### src/rtl/lfsr_rand_pkg.sv
// Shared types and helpers for the LFSR random source.
//   state_e     : control FSM states (READY, WARM, DRAW)
//   act_width   : index width for an action alphabet (clog2, minimum 1)
//   zero_guard  : replaces an all-zero state with 1 << (width-1)
//   lfsr_step   : one Fibonacci step {fb, state[W-1:1]} followed by the zero guard
//   TAPS_W16 / DEF_SEED_W16 : default tap mask and reset seed for a 16-bit LFSR
// Helpers work on a 32-bit container; callers zero-extend and pass the real width.
package lfsr_rand_pkg;

  typedef enum logic [1:0] {
    READY = 2'd0,
    WARM  = 2'd1,
    DRAW  = 2'd2
  } state_e;

  localparam logic [15:0] TAPS_W16     = 16'h8620;
  localparam logic [15:0] DEF_SEED_W16 = 16'hACE1;

  function automatic int unsigned act_width(input int unsigned n);
    return (n > 1) ? $clog2(n) : 1;
  endfunction

  function automatic logic [31:0] zero_guard(input logic [31:0] v,
                                             input int unsigned width);
    logic [31:0] r;
    r = v;
    if (v == '0) r = 32'd1 << (width - 1);
    return r;
  endfunction

  function automatic logic [31:0] lfsr_step(input logic [31:0] state,
                                            input logic [31:0] taps,
                                            input int unsigned width);
    logic        fb;
    logic [31:0] nxt;
    fb  = ^(state & taps);
    nxt = (state >> 1) | ({31'd0, fb} << (width - 1));
    return zero_guard(nxt, width);
  endfunction

endpackage

### src/rtl/lfsr_rand_gen_core.sv
// LFSR state register with step, seed load and zero guard.
// Ports:
//   clk, rst    : rising-edge clock, synchronous active-high reset (state <= DEF_SEED)
//   load_i      : load seed_i this cycle (takes priority over step_i)
//   seed_i      : seed value, zero-guarded on load
//   step_i      : advance the LFSR one step this cycle
//   next_lo_o   : low OUT_W bits of the state the next step would produce
module lfsr_core
  import lfsr_rand_pkg::*;
#(
  parameter int unsigned       WIDTH    = 16,
  parameter int unsigned       OUT_W    = 8,
  parameter logic [WIDTH-1:0]  TAPS     = WIDTH'(TAPS_W16),
  parameter logic [WIDTH-1:0]  DEF_SEED = WIDTH'(DEF_SEED_W16)
)(
  input  logic             clk,
  input  logic             rst,
  input  logic             load_i,
  input  logic [WIDTH-1:0] seed_i,
  input  logic             step_i,
  output logic [OUT_W-1:0] next_lo_o
);

  localparam logic [31:0] TAPS_EXT = 32'(TAPS);

  logic [WIDTH-1:0] state_q, state_d;
  logic [WIDTH-1:0] next_full;

  // Guard is folded into the step itself, so the register can never capture 0.
  assign next_full = WIDTH'(lfsr_step(32'(state_q), TAPS_EXT, WIDTH));
  assign next_lo_o = next_full[OUT_W-1:0];

  always_comb begin
    state_d = state_q;
    if (load_i)      state_d = WIDTH'(zero_guard(32'(seed_i), WIDTH));
    else if (step_i) state_d = next_full;
  end

  always_ff @(posedge clk) begin
    if (rst) state_q <= WIDTH'(zero_guard(32'(DEF_SEED), WIDTH));
    else     state_q <= state_d;
  end

endmodule

### src/rtl/lfsr_rand_gen.sv
// Parametrised Fibonacci LFSR random source with warm-up after seeding and a
// req/valid draw handshake returning a rejection-sampled action index.
// Ports:
//   clk, rst   : rising-edge clock, synchronous active-high reset
//   seed_load  : load seed (priority over req; aborts a draw, restarts warm-up)
//   seed       : WIDTH-bit seed value
//   req        : draw request, sampled in READY
//   busy       : high while warming up or drawing
//   valid      : one-cycle pulse, rnd/action/fallback updated
//   rnd        : low OUT_W bits of the state that ended the draw
//   action     : accepted index in [0, NUM_ACTIONS), 0 on fallback
//   fallback   : MAX_TRY candidates rejected, action forced to 0
// Optional (macro LFSR_RAND_EPSILON_EN):
//   epsilon    : OUT_W-bit exploration threshold
//   explore    : registered with valid, (rnd < epsilon)
module lfsr_rand_gen
  import lfsr_rand_pkg::*;
#(
  parameter int unsigned       WIDTH       = 16,
  parameter logic [WIDTH-1:0]  TAPS        = WIDTH'(TAPS_W16),
  parameter int unsigned       OUT_W       = 8,
  parameter int unsigned       NUM_ACTIONS = 4,
  parameter int unsigned       MAX_TRY     = 8,
  parameter int unsigned       WARMUP      = 16,
  parameter logic [WIDTH-1:0]  DEF_SEED    = WIDTH'(DEF_SEED_W16),
  localparam int unsigned      ACT_W       = act_width(NUM_ACTIONS)
)(
  input  logic             clk,
  input  logic             rst,
  input  logic             seed_load,
  input  logic [WIDTH-1:0] seed,
  input  logic             req,
  output logic             busy,
  output logic             valid,
  output logic [OUT_W-1:0] rnd,
  output logic [ACT_W-1:0] action,
  output logic             fallback
`ifdef LFSR_RAND_EPSILON_EN
  ,
  input  logic [OUT_W-1:0] epsilon,
  output logic             explore
`endif
);

  localparam int unsigned       WC_W        = (WARMUP > 1) ? $clog2(WARMUP + 1) : 1;
  localparam int unsigned       TRY_W       = (MAX_TRY > 1) ? $clog2(MAX_TRY) : 1;
  localparam int unsigned       ACT_X       = ACT_W + 1;
  localparam logic [WC_W-1:0]   WC_INIT     = WC_W'(WARMUP);
  localparam logic [WC_W-1:0]   WC_ONE      = WC_W'(1);
  localparam logic [TRY_W-1:0]  TRY_LAST    = TRY_W'(MAX_TRY - 1);
  localparam logic [TRY_W-1:0]  TRY_ONE     = TRY_W'(1);
  localparam logic [ACT_W:0]    NUM_ACT_EXT = ACT_X'(NUM_ACTIONS);
  localparam state_e            SEED_NEXT   = (WARMUP == 0) ? READY : WARM;

  state_e           state_q, state_d;
  logic [WC_W-1:0]  wcnt_q, wcnt_d;
  logic [TRY_W-1:0] try_q, try_d;
  logic             valid_q, valid_d;
  logic [OUT_W-1:0] rnd_q, rnd_d;
  logic [ACT_W-1:0] action_q, action_d;
  logic             fallback_q, fallback_d;

  logic             load, step, publish, in_range;
  logic [OUT_W-1:0] next_lo;
  logic [ACT_W-1:0] cand;

  lfsr_core #(
    .WIDTH    (WIDTH),
    .OUT_W    (OUT_W),
    .TAPS     (TAPS),
    .DEF_SEED (DEF_SEED)
  ) u_core (
    .clk       (clk),
    .rst       (rst),
    .load_i    (load),
    .seed_i    (seed),
    .step_i    (step),
    .next_lo_o (next_lo)
  );

  // Candidate is taken from the state produced by this cycle's step.
  assign cand     = next_lo[ACT_W-1:0];
  assign in_range = ({1'b0, cand} < NUM_ACT_EXT);

  always_comb begin
    state_d    = state_q;
    wcnt_d     = wcnt_q;
    try_d      = try_q;
    load       = 1'b0;
    step       = 1'b0;
    publish    = 1'b0;
    valid_d    = 1'b0;
    rnd_d      = rnd_q;
    action_d   = action_q;
    fallback_d = fallback_q;

    if (seed_load) begin
      load    = 1'b1;
      state_d = SEED_NEXT;
      wcnt_d  = WC_INIT;
      try_d   = '0;
    end else begin
      unique case (state_q)
        READY: begin
          if (req) begin
            state_d = DRAW;
            try_d   = '0;
          end
        end
        WARM: begin
          step = 1'b1;
          if (wcnt_q == WC_ONE) state_d = READY;
          else                  wcnt_d  = wcnt_q - WC_ONE;
        end
        DRAW: begin
          step = 1'b1;
          if (in_range) begin
            publish    = 1'b1;
            action_d   = cand;
            fallback_d = 1'b0;
            state_d    = READY;
          end else if (try_q == TRY_LAST) begin
            publish    = 1'b1;
            action_d   = '0;
            fallback_d = 1'b1;
            state_d    = READY;
          end else begin
            try_d = try_q + TRY_ONE;
          end
        end
        default: state_d = READY;
      endcase
    end

    if (publish) begin
      valid_d = 1'b1;
      rnd_d   = next_lo;
    end
  end

  always_ff @(posedge clk) begin
    if (rst) begin
      state_q    <= READY;
      wcnt_q     <= '0;
      try_q      <= '0;
      valid_q    <= 1'b0;
      rnd_q      <= '0;
      action_q   <= '0;
      fallback_q <= 1'b0;
    end else begin
      state_q    <= state_d;
      wcnt_q     <= wcnt_d;
      try_q      <= try_d;
      valid_q    <= valid_d;
      rnd_q      <= rnd_d;
      action_q   <= action_d;
      fallback_q <= fallback_d;
    end
  end

  assign busy     = (state_q != READY);
  assign valid    = valid_q;
  assign rnd      = rnd_q;
  assign action   = action_q;
  assign fallback = fallback_q;

`ifdef LFSR_RAND_EPSILON_EN
  logic explore_q, explore_d;

  always_comb begin
    explore_d = explore_q;
    if (publish) explore_d = (next_lo < epsilon);
  end

  always_ff @(posedge clk) begin
    if (rst) explore_q <= 1'b0;
    else     explore_q <= explore_d;
  end

  assign explore = explore_q;
`endif

endmodule

### config.mk
export PLATFORM = sky130hd
export DESIGN_NAME = lfsr_rand_gen
export DESIGN_NICKNAME = d
export VERILOG_FILES = /design/src/rtl/lfsr_rand_pkg.sv /design/src/rtl/lfsr_rand_gen_core.sv /design/src/rtl/lfsr_rand_gen.sv
export SDC_FILE = /design/constraint.sdc
export NUM_CORES = 1
export LEC_CHECK = 0
export BUFFER_PORTS_ARGS = -buffer_cell sky130_fd_sc_hd__buf_4
export CAP_MARGIN = 10
export CORE_MARGIN = 10
export CORE_UTILIZATION = 25
export CTS_CLUSTER_DIAMETER = 80
export CTS_CLUSTER_SIZE = 10
export DETAILED_ROUTE_END_ITERATION = 8
export PLACE_DENSITY = 0.51
export SLEW_MARGIN = 5
export SYNTH_ARGS = -nofsm -noshare
export SYNTH_HDL_FRONTEND = slang
export SYNTH_HIERARCHICAL = 1
export SYNTH_SLANG_ARGS = --single-unit
### constraint.sdc
create_clock -name clk -period 2.1 [get_ports clk]
set_input_delay 0.21 -clock clk [delete_from_list [all_inputs] [get_ports clk]]
set_output_delay 0.21 -clock clk [all_outputs]
set_load 0.01 [all_outputs]
Word level (Yosys, flattened, before mapping)
Cells that the tools add are included.
{ "totals": {"reg_bits": 34, "input_bits": 20, "wordCells": 51} }
{ "op_classes": {"addsub": 1, "eq_ne": 8, "mux": 17, "bitwise": 3, "reduce_logical": 14} }
{ "op_table": {"columns": ["operator", "n"], "rows": [
  ["16-bit two-way mux", 4],
  ["32-bit logical NOT", 1],
  ["32-bit XOR reduction", 1],
  ["16-bit logical NOT", 1],
  ["15-bit by 16-bit OR with 16-bit output", 1],
  ["5-bit two-way mux", 3],
  ["2-bit AND reduction", 5],
  ["1-bit two-way mux", 7],
  ["2-bit != test (second input constant)", 3],
  ["3-bit != test (second input constant)", 2],
  ["2-bit nonzero test", 3],
  ["5-bit by 1-bit equality test with 1-bit output (second input constant)", 1],
  ["5-bit by 1-bit subtractor with 5-bit output (second input constant)", 1],
  ["2-bit two-way mux", 2],
  ["2-bit one-hot mux with 2 select lines", 1],
  ["2-bit OR reduction", 2],
  ["2-bit by 1-bit equality test with 1-bit output (second input constant)", 1],
  ["2-bit equality test (second input constant)", 1],
  ["2-bit logical NOT", 1],
  ["1-bit inverter", 2]
]} }

Longest topological paths before layout
{ "logic_depth": {"word_depth": 6, "mapped_depth": 9} }

Hierarchy
Netlist, hierarchy kept.
{ "by_module_without_submodules": {"columns": ["mod", "n_inst", "cells_per_inst", "area_each_um2", "seq_area_each_um2"], "rows": [
  ["lfsr_core", 1, 101, 863.3, 300.3],
  ["lfsr_rand_gen", 1, 79, 774.5, 320.3]
]} }

Least setup slack after synthesis
OpenSTA, ideal clock, no wires.
{ "synth_timing": {"path_kind": "reg2reg", "startpoint": "register, netlist name state_q[1]", "endpoint": "register u_core.state_q[15]", "setup_time_ns": 0.114, "arrival_ns": 1.594, "path_slack_ns": 0.393, "stages_incl_launch_ff": 8, "synth_period_minus_slack_ns": 1.707, "cell_sequence": "dfxtp_1 > inv_1 > ha_1 > nor2b_1 > buf_4 > inv_4 > or4b_1 > a21o_1"} }
{ "synth_rtl": {"columns": ["item", "line", "rtl"], "rows": [
  ["end signal, assigned", "lfsr_rand_gen_core.sv:40", "if (rst) state_q <= WIDTH'(zero_guard(32'(DEF_SEED), WIDTH));"],
  ["end signal, assigned", "lfsr_rand_gen_core.sv:41", "else state_q <= state_d;"],
  ["end, declared", "lfsr_rand_gen_core.sv:26", "logic [WIDTH-1:0] state_q, state_d;"]
]} }

==> parameters.txt <==
Parameter                              Value

Outcome
  Status ... completed

Synthesis
  Async set or reset register ratio after synthesis ... 0%
  Most used flip-flop cell after synthesis ... dfxtp_1
  Mean area per synthesized cell ... 9.10 sq um
  Synth Instances ... 180
  Flip-flop and latch count after synthesis ... 31
  Synthesized Nets ... 206
  Synth unique cells ... 43
  Post-synth design cell area ... 1640 sq um
  Number of enable-type register cells in the synthesized netlist ... 0
  Number of warnings printed during yosys synthesis ... 6
  Part of the Yosys area used for sequential elements ... 37.9%

CTS
  Number of buffers inserted during clock tree synthesis ... 5
  Hold buffer count at cts ... 0
  Clk Latency, worst-skew pair ... 0.29 ns
  Worst-path clk slew ... 0.07 ns
  Clock tree root buffer cell ... clkbuf_8
  Number of setup buffers added after CTS ... 0
  Number of buffers on the longest clock path ... 2
  Clock Sinks ... 31
  CTS tree ... yes
  CTS HTree Levels ... 2
  Number of cells upsized or downsized after cts ... 0

Global routing
  Maximum number of pins on one net before global-route repair ... 31
  Vias in the first global route ... 1339
  Total global routing overflow ... 0
  Global Route Usage Sum ... 7.84%
  Initial antenna violation count ... 0
  Global-route wire length before repair ... 6350 um

Setup path
  Worst r2r src ... state_q[1]
  Category of the most critical setup path ... flop to flop
  Nature of the critical path endpoint ... flop
  Cell count of the worst reg-to-reg path ... 7
  Arrival time of the worst setup path ... 2.10 ns
  Critical Path Slowest Stage Cell ... or4b_1
  Register-to-register path setup slack ... 0.18 ns
  Top fanout value on the critical path ... 17
  Worst Path Required ... 2.29 ns
  End of the worst register-to-register path ... u_core/state_q[15]
  Delay contributed by the slowest stage of the critical path ... 0.51 ns
  Kind of start point of the critical path ... flop
  Sequence of cells on the critical path ... inv_1 -> ha_1 -> nor2b_1 -> buf_12 -> inv_4 -> or4b_1 -> a21o_1

Route
  Number of design rule violations left after detail routing ... 0
  Routed via count divided by cell count ... 4.60
  Wirelength, routed ... 3840 um
  Post-detailed-route wirelength per cell ... 13.7 um
  Post-route ant nets ... 0
  Starting DRT DRC Count ... 38
  Via total after detailed routing ... 1289
  Pre-antenna DRT Iters ... 4

Min path
  Hold-critical path endpoint ... u_core/state_q[13]
  Hold path depth ... 3
  Hold Path Origin ... seed[13]
  Hold Crit Class ... input port to flop

Timing
  Setup repair after global routing missed its margin ... false
  Final Critical Period ... 1.92 ns
  Final-report hold violation count ... 0
  Setup TNS ... 0 ns
  Final setup violation count ... 0
  Pins Over Slew Limit ... 0
  Clock skew after layout ... 0.00814 ns
  Highest clock rate ... 0.522 GHz
  Post-route clock period utilization ... 91.2%

Final layout
  Layout cell share with drive strength beyond 1 ... 26.1%
  Number of diodes added for antenna fixing ... 0
  Commonest non-fill, non-tap cells in the layout ... 33 x buf_4, 31 x dfxtp_1, 23 x nor2_1, 20 x mux2i_1, 12 x inv_1
  Layout Area Growth over Synthesis ... 22.8%
  Filler-free cell count of the finished design ... 280
  Most frequent standard cell in the layout excluding fill and tap cells ... buf_4
  Final net count ... 228
  # fillers ... 678
  Post-route cell area ... 2010 sq um

Place
  I/O Buffers ... 31
  Placed Instances ... 272
  Weighted congestion at the end of routability-driven global placement ... 0.743
  Final HPWL DP ... 2920 um
  Cell Area, Placed ... 1890 sq um

Floorplanning
  Area of the core region ... 6350 sq um
  Die Outline Area ... 10200 sq um
  Count of pins on the block boundary ... 33
  Initial core utilization ... 25.8%
  Number of core rows ... 29
  Height of the die ... 101 um
  Die W ... 101 um

Pwr
  Power after layout ... 1.49 mW
  Switch Pwr ... 0.368 mW
  Maximum vdd ir drop ... 0.228 mV
  Switching share of total power ... 24.8%
  Sequential power share ... 43.8%
  Power Internal ... 1.12 mW
  Static leakage power ... 0.807 nW
  Clock group share of total power ... 41.2%
  Fraction of power consumed by combinational cells ... 15.0%
  Areal power density over the cells ... 739 nW/um^2

Flow run
  Max-cap violations ... 0
-- layer usage --
layer	vias to the layer above	wire [um]	part of all wire (%)	track usage (%)
li1	658	-	-	-
met5	-	0	0	0
met3	9	202	5.3	3.09
met4	0	100	2.6	4.18
met2	27	1730	45	11.7
met1	595	1810	47	9.43
-- final cells by class --
class,instances,area [sq um],area share (%)
multi-input combinational,117,858,42.7
timing repair buffer,34,268,13.3
clock buffer,6,82.6,4.10
tap,77,96.3,4.79
inverter,13,51.3,2.55
clock inverter,2,35.0,1.74
sequential,31,621,30.8
-- state kept, by name, summed over array words and instances (netlist names) --
register and flops:
rnd 8, state_q 2, u_core/state_q 15, wcnt_q 5, valid 1
-- cell usage after synthesis (2+ instances only) --
library cell	n	area share (%)
mux2i_1	20	12
mux2_2	5	3.4
a31oi_1	2	0.76
a221oi_1	2	1.1
a21oi_1	9	2.7
inv_1	12	2.7
xnor2_1	2	1.1
buf_4	5	2.3
o21ai_0	3	0.92
dfxtp_1	31	38
nor2_1	23	5.3
nand3_1	3	0.92
ha_1	6	4.6
nand4_1	2	0.76
buf_2	3	0.92
o31ai_1	2	0.92
clkbuf_1	9	2.1
nand2_1	2	0.46
nor2b_1	2	0.76
nand2b_1	6	2.3
or4b_1	3	1.8
o211ai_1	2	0.92
nor4_1	6	2.3
-- worst max-delay path: cells and delay by family (launching register included) --
kind,cells,cell delay (ns)
DFF,1,0.33
adders and majority gates,1,0.27
AOI/OAI and AO/OA,1,0.19
and+or+nand+nor,2,0.72
buffers and inverters,3,0.31
-- how the worst max path moves through the flow --
stage | startpoint | slack, ns | end | depth (start not counted)
after CTS | state_q[1] | 0.18 | u_core/state_q[15] | 7
after floorplan | state_q[1] | 0.39 | u_core/state_q[15] | 7
final | state_q[1] | 0.18 | u_core/state_q[15] | 7
after detailed placement | state_q[1] | 0.19 | u_core/state_q[15] | 7
after global routing | state_q[0] | 0.09 | u_core/state_q[15] | 7
after global placement | state_q[1] | 0.24 | u_core/state_q[15] | 7
-- logic make-up (layout without fill, tap and decap cells) --
kind of cell / after synthesis / in the layout / share of synthesized area, %
and+or+nand+nor: 56 / 56 / 19.8
buffers and inverters: 32 / 55 / 9.70
muxes: 25 / 25 / 15.7
AOI/OAI and AO/OA: 27 / 27 / 11.1
DFF: 31 / 31 / 37.9
xor gates and xnor gates: 2 / 2 / 1.07
other: 1 / 1 / 0.229
adders and majority gates: 6 / 6 / 4.58
-- metrics by stage --
step / util (%) / hold WS, ns / setup WS (ns)
after global placement: 29.8 / 0.443 / 0.239
after detailed placement: 29.8 / 0.449 / 0.195
after global routing: 31.7 / 0.154 / 0.0860
final: 31.7 / 0.151 / 0.184
after floorplan: - / 0.279 / 0.393
after CTS: 31.7 / 0.146 / 0.180
-- power by group through the flow --
stage          Combinational (mW)  Sequential (mW)  Clock, mW
2_1_floorplan               0.161            0.656          0
3_3_place_gp                0.223            0.665          0
3_5_place_dp                0.224            0.665          0
4_1_cts                     0.225            0.652      0.626
5_1_grt                     0.251            0.656      0.650
6_report                    0.223            0.652      0.612
Power figures use the tool's default switching activity.
